--- config.mk ---
export PLATFORM = sky130hd
export DESIGN_NAME = opc7intc
export DESIGN_NICKNAME = d
export VERILOG_FILES = /design/src/rtl/opc7intc.sv
export SDC_FILE = /design/constraint.sdc
export NUM_CORES = 1
export LEC_CHECK = 0
export ABC_CLOCK_PERIOD_IN_PS = 3210
export BUFFER_PORTS_ARGS = -buffer_cell sky130_fd_sc_hd__buf_2
export CAP_MARGIN = 5
export CORE_UTILIZATION = 51
export DETAILED_ROUTE_END_ITERATION = 6
export PLACE_DENSITY = 0.75
export SLEW_MARGIN = 20
export SYNTH_ARGS = -nofsm -noshare
export SYNTH_HDL_FRONTEND = slang
export SYNTH_SLANG_ARGS = --single-unit
--- constraint.sdc ---
create_clock -name i_clk -period 3.21 [get_ports i_clk]
set_input_delay 0.4815 -clock i_clk [delete_from_list [all_inputs] [get_ports i_clk]]
set_output_delay 0.4815 -clock i_clk [all_outputs]
set_load 0.01 [all_outputs]
--- src/rtl/opc7intc.sv ---
// rtl/opc7intc.sv - OPC-7 prioritised, vectored interrupt controller
//
// Purpose: aggregates NCHAN interrupt lines into one active-low request with
// fixed priority (channel 0 highest), per-channel edge/level mode, nested
// in-service tracking and a per-channel vector latched at acknowledge.
//
// Ports:
//   i_clk         system clock
//   i_reset       asynchronous, active-high reset
//   i_clken       clock enable; all state advances only when high
//   i_irq_in      raw interrupt lines (asynchronous, active-high)
//   i_sel         I/O access strobe
//   i_rnw         1 = read, 0 = write
//   i_addr        register index
//   i_din         write data
//   o_dout        registered read data
//   o_int_b       active-low interrupt request to the CPU
//   i_int_ack     one-cycle acknowledge pulse from the CPU
//   o_int_vector  vector address latched at acknowledge
module opc7intc #(
  parameter int          NCHAN         = 8,
  parameter logic [19:0] VECTOR_BASE   = 20'h00002,
  parameter int          VECTOR_STRIDE = 2
) (
  input  logic             i_clk,
  input  logic             i_reset,
  input  logic             i_clken,
  input  logic [NCHAN-1:0] i_irq_in,
  input  logic             i_sel,
  input  logic             i_rnw,
  input  logic [2:0]       i_addr,
  input  logic [31:0]      i_din,
  output logic [31:0]      o_dout,
  output logic             o_int_b,
  input  logic             i_int_ack,
  output logic [19:0]      o_int_vector
);

  localparam logic [2:0] A_STATUS  = 3'd0;
  localparam logic [2:0] A_ENABLE  = 3'd1;
  localparam logic [2:0] A_MODE    = 3'd2;
  localparam logic [2:0] A_CLEAR   = 3'd3;
  localparam logic [2:0] A_INSVC   = 3'd4;
  localparam logic [2:0] A_EOI     = 3'd5;
  localparam logic [2:0] A_CURRENT = 3'd6;
  localparam logic [2:0] A_SWI     = 3'd7;

  // Vector handed out when nothing eligible is being acknowledged.
  localparam logic [19:0] SPURIOUS_VECTOR =
    20'(VECTOR_BASE + 20'(NCHAN) * 20'(VECTOR_STRIDE));

  typedef enum logic {ST_IDLE, ST_REQ} st_t;

  st_t              r_st;
  st_t              w_st_next;
  logic [NCHAN-1:0] r_sync1, r_sync2, r_sync3;
  // Edge channels: the pending bit itself. Level channels: the sticky SWI bit.
  logic [NCHAN-1:0] r_pend;
  logic [NCHAN-1:0] r_en, r_mode, r_insvc;
  logic             r_cur_valid;
  logic [3:0]       r_cur_idx;
  logic [31:0]      r_dout;
  logic [19:0]      r_vector;

  logic             w_wr, w_rd, w_ack, w_eoi;
  logic [NCHAN-1:0] w_din_lo, w_pend, w_req, w_edge, w_set, w_clr;
  logic [NCHAN-1:0] w_grant_mask, w_eoi_mask;
  logic             w_cand_any, w_isv_any, w_eligible, w_grant;
  logic [3:0]       w_cand_idx, w_isv_idx;
  logic [31:0]      w_rdata;
  logic             w_unused_din;

  assign w_din_lo     = i_din[NCHAN-1:0];
  assign w_unused_din = ^i_din[31:NCHAN];

  // Bus and acknowledge are ignored while the clock enable is low.
  assign w_wr  = i_clken & i_sel & ~i_rnw;
  assign w_rd  = i_clken & i_sel & i_rnw;
  assign w_ack = i_clken & i_int_ack;
  assign w_eoi = w_wr && (i_addr == A_EOI);

  assign w_pend = (r_mode & r_pend) | (~r_mode & (r_sync2 | r_pend));
  assign w_req  = w_pend & r_en;
  assign w_edge = r_sync2 & ~r_sync3 & r_mode;

  // Lowest-index requesting channel and lowest in-service channel.
  always_comb begin
    w_cand_any = 1'b0;
    w_cand_idx = 4'd0;
    w_isv_any  = 1'b0;
    w_isv_idx  = 4'd0;
    for (int i = NCHAN - 1; i >= 0; i--) begin
      if (w_req[i]) begin
        w_cand_any = 1'b1;
        w_cand_idx = 4'(i);
      end
      if (r_insvc[i]) begin
        w_isv_any = 1'b1;
        w_isv_idx = 4'(i);
      end
    end
  end

  // A candidate may only preempt strictly lower-priority work in service.
  assign w_eligible = w_cand_any & (~w_isv_any | (w_cand_idx < w_isv_idx));
  assign w_grant    = w_ack & (r_st == ST_REQ) & w_eligible;

  always_comb begin
    w_grant_mask = '0;
    w_eoi_mask   = '0;
    for (int i = 0; i < NCHAN; i++) begin
      w_grant_mask[i] = w_grant & (w_cand_idx == 4'(i));
      w_eoi_mask[i]   = w_eoi & w_isv_any & (w_isv_idx == 4'(i));
    end
  end

  assign w_set = w_edge | ((w_wr && (i_addr == A_SWI)) ? w_din_lo : '0);
  assign w_clr = w_grant_mask | ((w_wr && (i_addr == A_CLEAR)) ? w_din_lo : '0);

  // State register
  always_ff @(posedge i_clk or posedge i_reset) begin
    if (i_reset) begin
      r_st <= ST_IDLE;
    end else if (i_clken) begin
      r_st <= w_st_next;
    end
  end

  // Next-state logic (i_clken gating lives in the state register)
  always_comb begin
    w_st_next = r_st;
    case (r_st)
      ST_IDLE: if (w_eligible) w_st_next = ST_REQ;
      ST_REQ:  if (i_int_ack || !w_eligible) w_st_next = ST_IDLE;
      default: w_st_next = ST_IDLE;
    endcase
  end

  // Output logic: decoded straight from the state so reset releases int_b at once.
  always_comb begin
    o_int_b = 1'b1;
    if (r_st == ST_REQ) o_int_b = 1'b0;
  end

  always_ff @(posedge i_clk or posedge i_reset) begin
    if (i_reset) begin
      r_sync1     <= '0;
      r_sync2     <= '0;
      r_sync3     <= '0;
      r_pend      <= '0;
      r_en        <= '0;
      r_mode      <= '0;
      r_insvc     <= '0;
      r_cur_valid <= 1'b0;
      r_cur_idx   <= 4'd0;
      r_vector    <= VECTOR_BASE;
      r_dout      <= 32'd0;
    end else if (i_clken) begin
      r_sync1 <= i_irq_in;
      r_sync2 <= r_sync1;
      r_sync3 <= r_sync2;
      // Set has priority over clear in the same cycle.
      r_pend  <= (r_pend & ~w_clr) | w_set;
      r_insvc <= (r_insvc & ~w_eoi_mask) | w_grant_mask;
      if (w_wr && (i_addr == A_ENABLE)) r_en   <= w_din_lo;
      if (w_wr && (i_addr == A_MODE))   r_mode <= w_din_lo;
      if (w_ack) begin
        r_cur_valid <= w_grant;
        if (w_grant) begin
          r_cur_idx <= w_cand_idx;
          r_vector  <= 20'(VECTOR_BASE + 20'(w_cand_idx) * 20'(VECTOR_STRIDE));
        end else begin
          r_vector  <= SPURIOUS_VECTOR;
        end
      end
      if (w_rd) r_dout <= w_rdata;
    end
  end

  always_comb begin
    w_rdata = 32'd0;
    case (i_addr)
      A_STATUS:  w_rdata = 32'(w_pend);
      A_ENABLE:  w_rdata = 32'(r_en);
      A_MODE:    w_rdata = 32'(r_mode);
      A_INSVC:   w_rdata = 32'(r_insvc);
      A_CURRENT: w_rdata = {r_cur_valid, 27'd0, r_cur_idx};
      default:   w_rdata = 32'd0;
    endcase
  end

  assign o_dout       = r_dout;
  assign o_int_vector = r_vector;

endmodule

* Word level (Yosys, flattened, before mapping)
Cells that the tools add are included.
Storage, ports and cells: flip-flop bits (word level) 114, input bits 49, output and inout port bits 53, word-level logic and storage cells 135
Operators by class: $add $sub $neg 1, order comparisons 1, equality and inequality tests 21, multiplexer cells 40, bitwise logic cells 45, reductions and logical operators 15
Operators with widths (count):
- one-hot mux 32 bit (5 select lines) | 1
- AND 8 bit | 7
- two-way mux 4 bit | 13
- OR 8 bit | 6
- == test 4 x 3 -> 1 bit (second input constant) | 8
- inverter 8 bit | 4
- AND 1 bit | 24
- two-way mux 1 bit | 19
- == test 4 x 2 -> 1 bit (second input constant) | 4
- two-way mux 8 bit | 2
- == test 3 bit (second input constant) | 4
- two-way mux 3 bit | 3
- == test 4 x 1 -> 1 bit (second input constant) | 2
- logical NOT 4 bit | 2
- AND reduction 2 bit | 4
- adder 2 x 5 -> 6 bit (first input constant) | 1
- == test 3 x 2 -> 1 bit (second input constant) | 2
- two-way mux 6 bit | 1
- logical AND 1 bit | 5
- < comparator 4 bit | 1
- == test 3 x 1 -> 1 bit (second input constant) | 1
- logical NOT 3 bit | 1
- inverter 1 bit | 3
- AND reduction 3 bit | 1
- 4 further kinds | 4

* Depth between registers and ports, before layout
depth after elaboration 21, depth in mapped cells 11, gate-level depth less buffers 10

* Worst setup path before layout
Ideal clock, no wire load.
path kind reg2reg, start point register r_sync2[6], end point register r_cur_idx[0], library setup time 125 ps, data arrival time 2417 ps, required time 3085 ps, setup slack 668 ps, cell stages (with the launch flop) 11, path buffers 1, clock period less this slack 2542 ps, cells stage by stage dfrtp_1 -> nor2b_1 -> o21ai_0 -> a21oi_1 -> o211a_1 -> ha_1 -> or3_1 -> o311a_2 -> o2bb2ai_4 -> buf_6 -> mux2_4
Between the ends: longest elaborated chain between the ends 16, elaborated cells on any way between the ends 23, those cells by class 1 x order compare; 14 x mux; 7 x bitwise; 1 x reduce/logical
Ends and longest elaborated chain:
- start: declaration | RTL line 56 | logic [NCHAN-1:0] r_sync1, r_sync2, r_sync3;
- start signal: assignment | RTL line 160 | r_sync2 <= r_sync1;
- OR 8 bit | RTL line 82 | assign w_pend = (r_mode & r_pend) | (~r_mode & (r_sync2 | r_pend));
- AND 8 bit | RTL line 82
- OR 8 bit | RTL line 82
- AND 8 bit | RTL line 83 | assign w_req = w_pend & r_en;
- two-way mux 3 bit | RTL line 93 | if (w_req[i]) begin
- two-way mux 4 bit (6 in a row) | RTL line 93
- named net w_cand_idx[1] | RTL line 69 | logic [3:0] w_cand_idx, w_isv_idx;
- < comparator 4 bit | RTL line 105 | assign w_eligible = w_cand_any & (~w_isv_any | (w_cand_idx < w_isv_idx));
- OR 1 bit | RTL line 105
- AND 1 bit | RTL line 105
- AND 1 bit | RTL line 106 | assign w_grant = w_ack & (r_st == ST_REQ) & w_eligible;
- AND reduction 3 bit (no line)
- end signal: assignment | RTL line 170 | r_cur_idx <= w_cand_idx;
- end: declaration | RTL line 61 | logic [3:0] r_cur_idx;
The timed path passes the listed nets, and every way through them passes these cells. A chain may end at the register's enable or synchronous reset.

* Worst setup path after layout
start point register r_sync2[2], end point register r_pend[0]
Between the ends: longest elaborated chain between the ends 16, elaborated cells on any way between the ends 20, those cells by class 1 x order compare; 6 x mux; 12 x bitwise; 1 x reduce/logical
Ends and longest elaborated chain:
- OR 8 bit (*) | RTL line 82
- AND 8 bit (*) | RTL line 82
- OR 8 bit (*) | RTL line 82
- AND 8 bit (*) | RTL line 83
- two-way mux 4 bit (*) (3 in a row) | RTL line 93
- named net w_cand_idx[1] | RTL line 69
- < comparator 4 bit | RTL line 105
- OR 1 bit | RTL line 105
- AND 1 bit | RTL line 105
- AND 1 bit | RTL line 106
- AND 1 bit (*) | RTL line 112 | w_grant_mask[i] = w_grant & (w_cand_idx == 4'(i));
- OR 8 bit (*) | RTL line 118 | assign w_clr = w_grant_mask | ((w_wr && (i_addr == A_CLEAR)) ? w_din_lo : '0);
- inverter 8 bit (*) | RTL line 163 | r_pend <= (r_pend & ~w_clr) | w_set;
- AND 8 bit (*) | RTL line 163
- OR 8 bit (*) | RTL line 163
- end signal: assignment | RTL line 163
- end: declaration | RTL line 58 | logic [NCHAN-1:0] r_pend;
The timed path passes the listed nets; every way through them passes the cells marked *.

==> impl_metrics.yaml <==
synth:
  synth.area.mux_share_pct: 12.77
  yosysSeqAreaShare_pct: 45.03
  synth_top_cell_by_area: "dfrtp_1"
  yosysTopAreaCellShare_pct: 44.39
  synth_xor_area_share_pct: 0
  synth_area_leaders: "dfrtp_1, mux2_2, buf_4"
  yosysUniqueCellTypes: 51
  synth_top_family_by_area: "compound AO/OA/AOI/OAI gates"
  avgSynthCellArea_um2: 10.50
  synth_fa_ha_area_share_pct: 2.432
  synth_compound_gate_area_share_pct: 16.72
  async_flop_share_pct: 100.0
  yosysWarnings: 0
  synth.ff_latch_count: 74
  netlist_area_um2: 4115
  synth_edf_count: 0
  synth-simple-area-share_pct: 12.95
  synth_top_flop_cell: "dfrtp_1"
  syn_inst: 392
global_routing:
  grt_pass1_vias: 2908
  grt_pass1_wl_um: 14970
  top_usage_layer: "met2"
  grt_use_met2_pct: 38.16
  track_usage_pct: 23.40
  grt-ovfl-total: 0
  gr-usage-met1_pct: 30.35
  grt_start_max_net_pins: 75
  grtUsageMet3_pct: 5.556
  antenna_found_initial: 0
placement:
  port-buffer-count: 38
  dp_hpwl_um: 6420
  placed_cells: 527
  dpl-instance-area_um2: 4293
  preCtsSetupSlack_ns: 0.3319
  gp_congestion: 0.8759
final_layout:
  final_cells: 543
  diodes: 0
  syn2layout_area_growth_pct: 8.848
  final_nets: 493
  final_area_um2: 4479
  fillers: 674
  drive_gt1_share_pct: 26.08
sta:
  rsz0062_at_grt: "false"
  drv_slew: 0
  setup_viol: 0
  whs_ns: 0.1867
  hold_viol: 0
  setup_ws_ns: 0.2885
  fin_worst_skew_ns: 0.008733
  worst_pin_slew_ns: 0.7042
  slew_headroom_pct: 52.88
  timing.setup.tns_ns: 0
  fmaxAchievable_mhz: 342.3
  finalCriticalPeriod_ns: 2.921
  finalCritPeriodShare_pct: 91.01
cts:
  clockRootBuffer: "clkbuf_8"
  cts_htree_levels: 3
  cts_tree: "yes"
  clock-sinks: 74
  cts_hold_buf: 0
  clk_path_buf_depth: 2
  clk_latency_ns: 0.35
  postCtsSetupRepairBufs: 0
  cts-resized-gates: 0
  cts_made_buffers: 9
  path_clk_slew_ns: 0.09
worst_setup_path:
  required_ns: 3.44
  cp-end-kind: "register"
  cp-start-kind: "register"
  worstPathMaxFanout: 10
  crit_family: "compound AO/OA/AOI/OAI gates"
  cp_num_buf_inv: 1
  critPathMaxStageDelay_ns: 0.42
  cp_slowest_cell: "dfrtp_1"
  setup.worst_path.class: "reg -> reg"
  arrival_ns: 3.15
  cp_cell_sequence: "nor2b_1 -> o21ai_0 -> nand2_1 -> o211a_1 -> ha_1 -> or3_1 -> o311a_2 -> o2bb2ai_4 -> buf_4 -> a41oi_1"
route:
  wl_per_cell_um: 16.46
  drt_wl_total_um: 8939
  drt-vias-per-instance: 5.595
  drt-initial-drc-count: 173
  drt-pass1-iter-count: 4
  num_vias: 3038
  drc: 0
  drtAntennaViolNets: 0
floorplanning:
  io_pins: 102
  die_h_um: 91.83
  start_util_pct: 52.98
  fp-row-count: 32
  core_um2: 7767
  dieWidth_um: 91.83
  dieArea_um2: 8432
power:
  irDropWorstVdd_v: 0.0004205
  powerDensity_nw_per_um2: 720.8
  p_leak_nw: 2.064
outcome:
  status: "finished clean"
worst_hold_path:
  hold_class: "in -> async"
job:
  cap_violations: 0
[routing by layer]
| metal | up-vias | share of wire (%) |
|---|---|---|
| met5 | - | 0 |
| li1 | 1430 | - |
| met2 | 104 | 49 |
| met3 | 15 | 4.8 |
| met1 | 1489 | 45 |
| met4 | 0 | 1.5 |
[final cells by class]
class / count / area [um2] / share of cell area [%]
Timing Repair Buffer: 46 / 262.8 / 5.866
Sequential cell: 74 / 1853 / 41.37
Inverter: 15 / 56.30 / 1.257
Multi-Input combinational cell: 290 / 1993 / 44.50
Clock inverter: 6 / 48.80 / 1.089
Clock buffer: 10 / 137.6 / 3.073
Tap cell: 102 / 127.6 / 2.849
[registers in the layout (all words and copies together) (netlist names)]
signal / flops
o_dout: 9
r_sync2: 8
r_pend: 8
r_en: 8
r_cur_valid: 1
r_st: 1
r_insvc: 8
r_mode: 8
r_sync3: 8
o_int_vector: 4
r_cur_idx: 3
r_sync1: 8
[through the flow]
stage / total power [mW] / utilization (%)
after floorplan: 2.243 / -
after global placement: 2.513 / 55.27
after detailed placement: 2.559 / 55.27
after CTS: 3.238 / 57.67
after global routing: 3.446 / 57.67
final: 3.229 / 57.67
[logic make-up (layout without fill, tap and decap cells)]
group                    count (synthesis)  count (layout)
AO/OA/AOI/OAI                           97              97
adder cells (fa/ha/maj)                  8               8
buffers and inverters                   66              77
flip-flops                              74              74
multiplexers                            46              46
other                                    1              39
AND/OR/NAND/NOR                        100             100
[power breakdown]
| part | switching (mW) | internal (mW) |
|---|---|---|
| clock network | 0.370 | 0.308 |
| registers | 0.200 | 1.17 |
| logic | 0.661 | 0.520 |
| total | 1.23 | 2.00 |
[synth_stat cells (4+ instances only)]
| cell type | n |
|---|---|
| dfrtp_1 | 73 |
| buf_4 | 41 |
| mux2_2 | 40 |
| nand2_1 | 30 |
| a21oi_1 | 22 |
| nor2_1 | 16 |
| o21ai_0 | 16 |
| nand2b_1 | 14 |
| inv_1 | 12 |
| o31ai_1 | 10 |
| nand3_1 | 9 |
| and4b_1 | 8 |
| ha_1 | 8 |
| nor2b_1 | 8 |
| a221oi_1 | 7 |
| clkbuf_1 | 7 |
| a21boi_0 | 6 |
| o21ai_1 | 5 |
| a22o_1 | 4 |
[worst min-delay path, cell delays in order]
cell and delay (ns):
buf_2 0.10, inv_2 0.06, buf_12 0.31
[path summary, 6_finish.rpt]
check / slack [ns] / from / endpoint / depth (start not counted)
setup reg to reg: 0.29 / r_sync2[2] / r_pend[0] / 10
max in group asynchronous: 2.65 / i_reset / o_int_vector[1] / 3
min in group i_clk: 0.36 / i_irq_in[0] / r_sync1[0] / 2
setup / recovery: 0.29 / r_sync2[2] / r_pend[0] / 10
hold reg to reg: 0.48 / o_dout[0] / o_dout[0] / 2
hold / removal: 0.19 / i_reset / o_dout[5] / 3
[layout by cell type (no fill, tap or decap), drive strengths merged, types with 2 or more instances in the layout]
cell and instances:
nand2 30, a2111oi 2, nor2 16, and2 3, a21oi 23, clkbuf 10
dfrtp 73, conb 39, nor2b 9, ha 8, buf 46, o311a 4
o21a 2, mux2 43, clkinv 2, a31oi 3, nand4 2, o21ai 21
a41oi 3, mux2i 3, a21boi 6, or3 3, inv 16, and4b 8
a211oi 3, a22o 4, clkinvlp 3, o31ai 11, a221oi 7, nand2b 14
a32o 3, nand3 9, nor4 2
No activity file was read; power rests on OpenSTA's default activity.
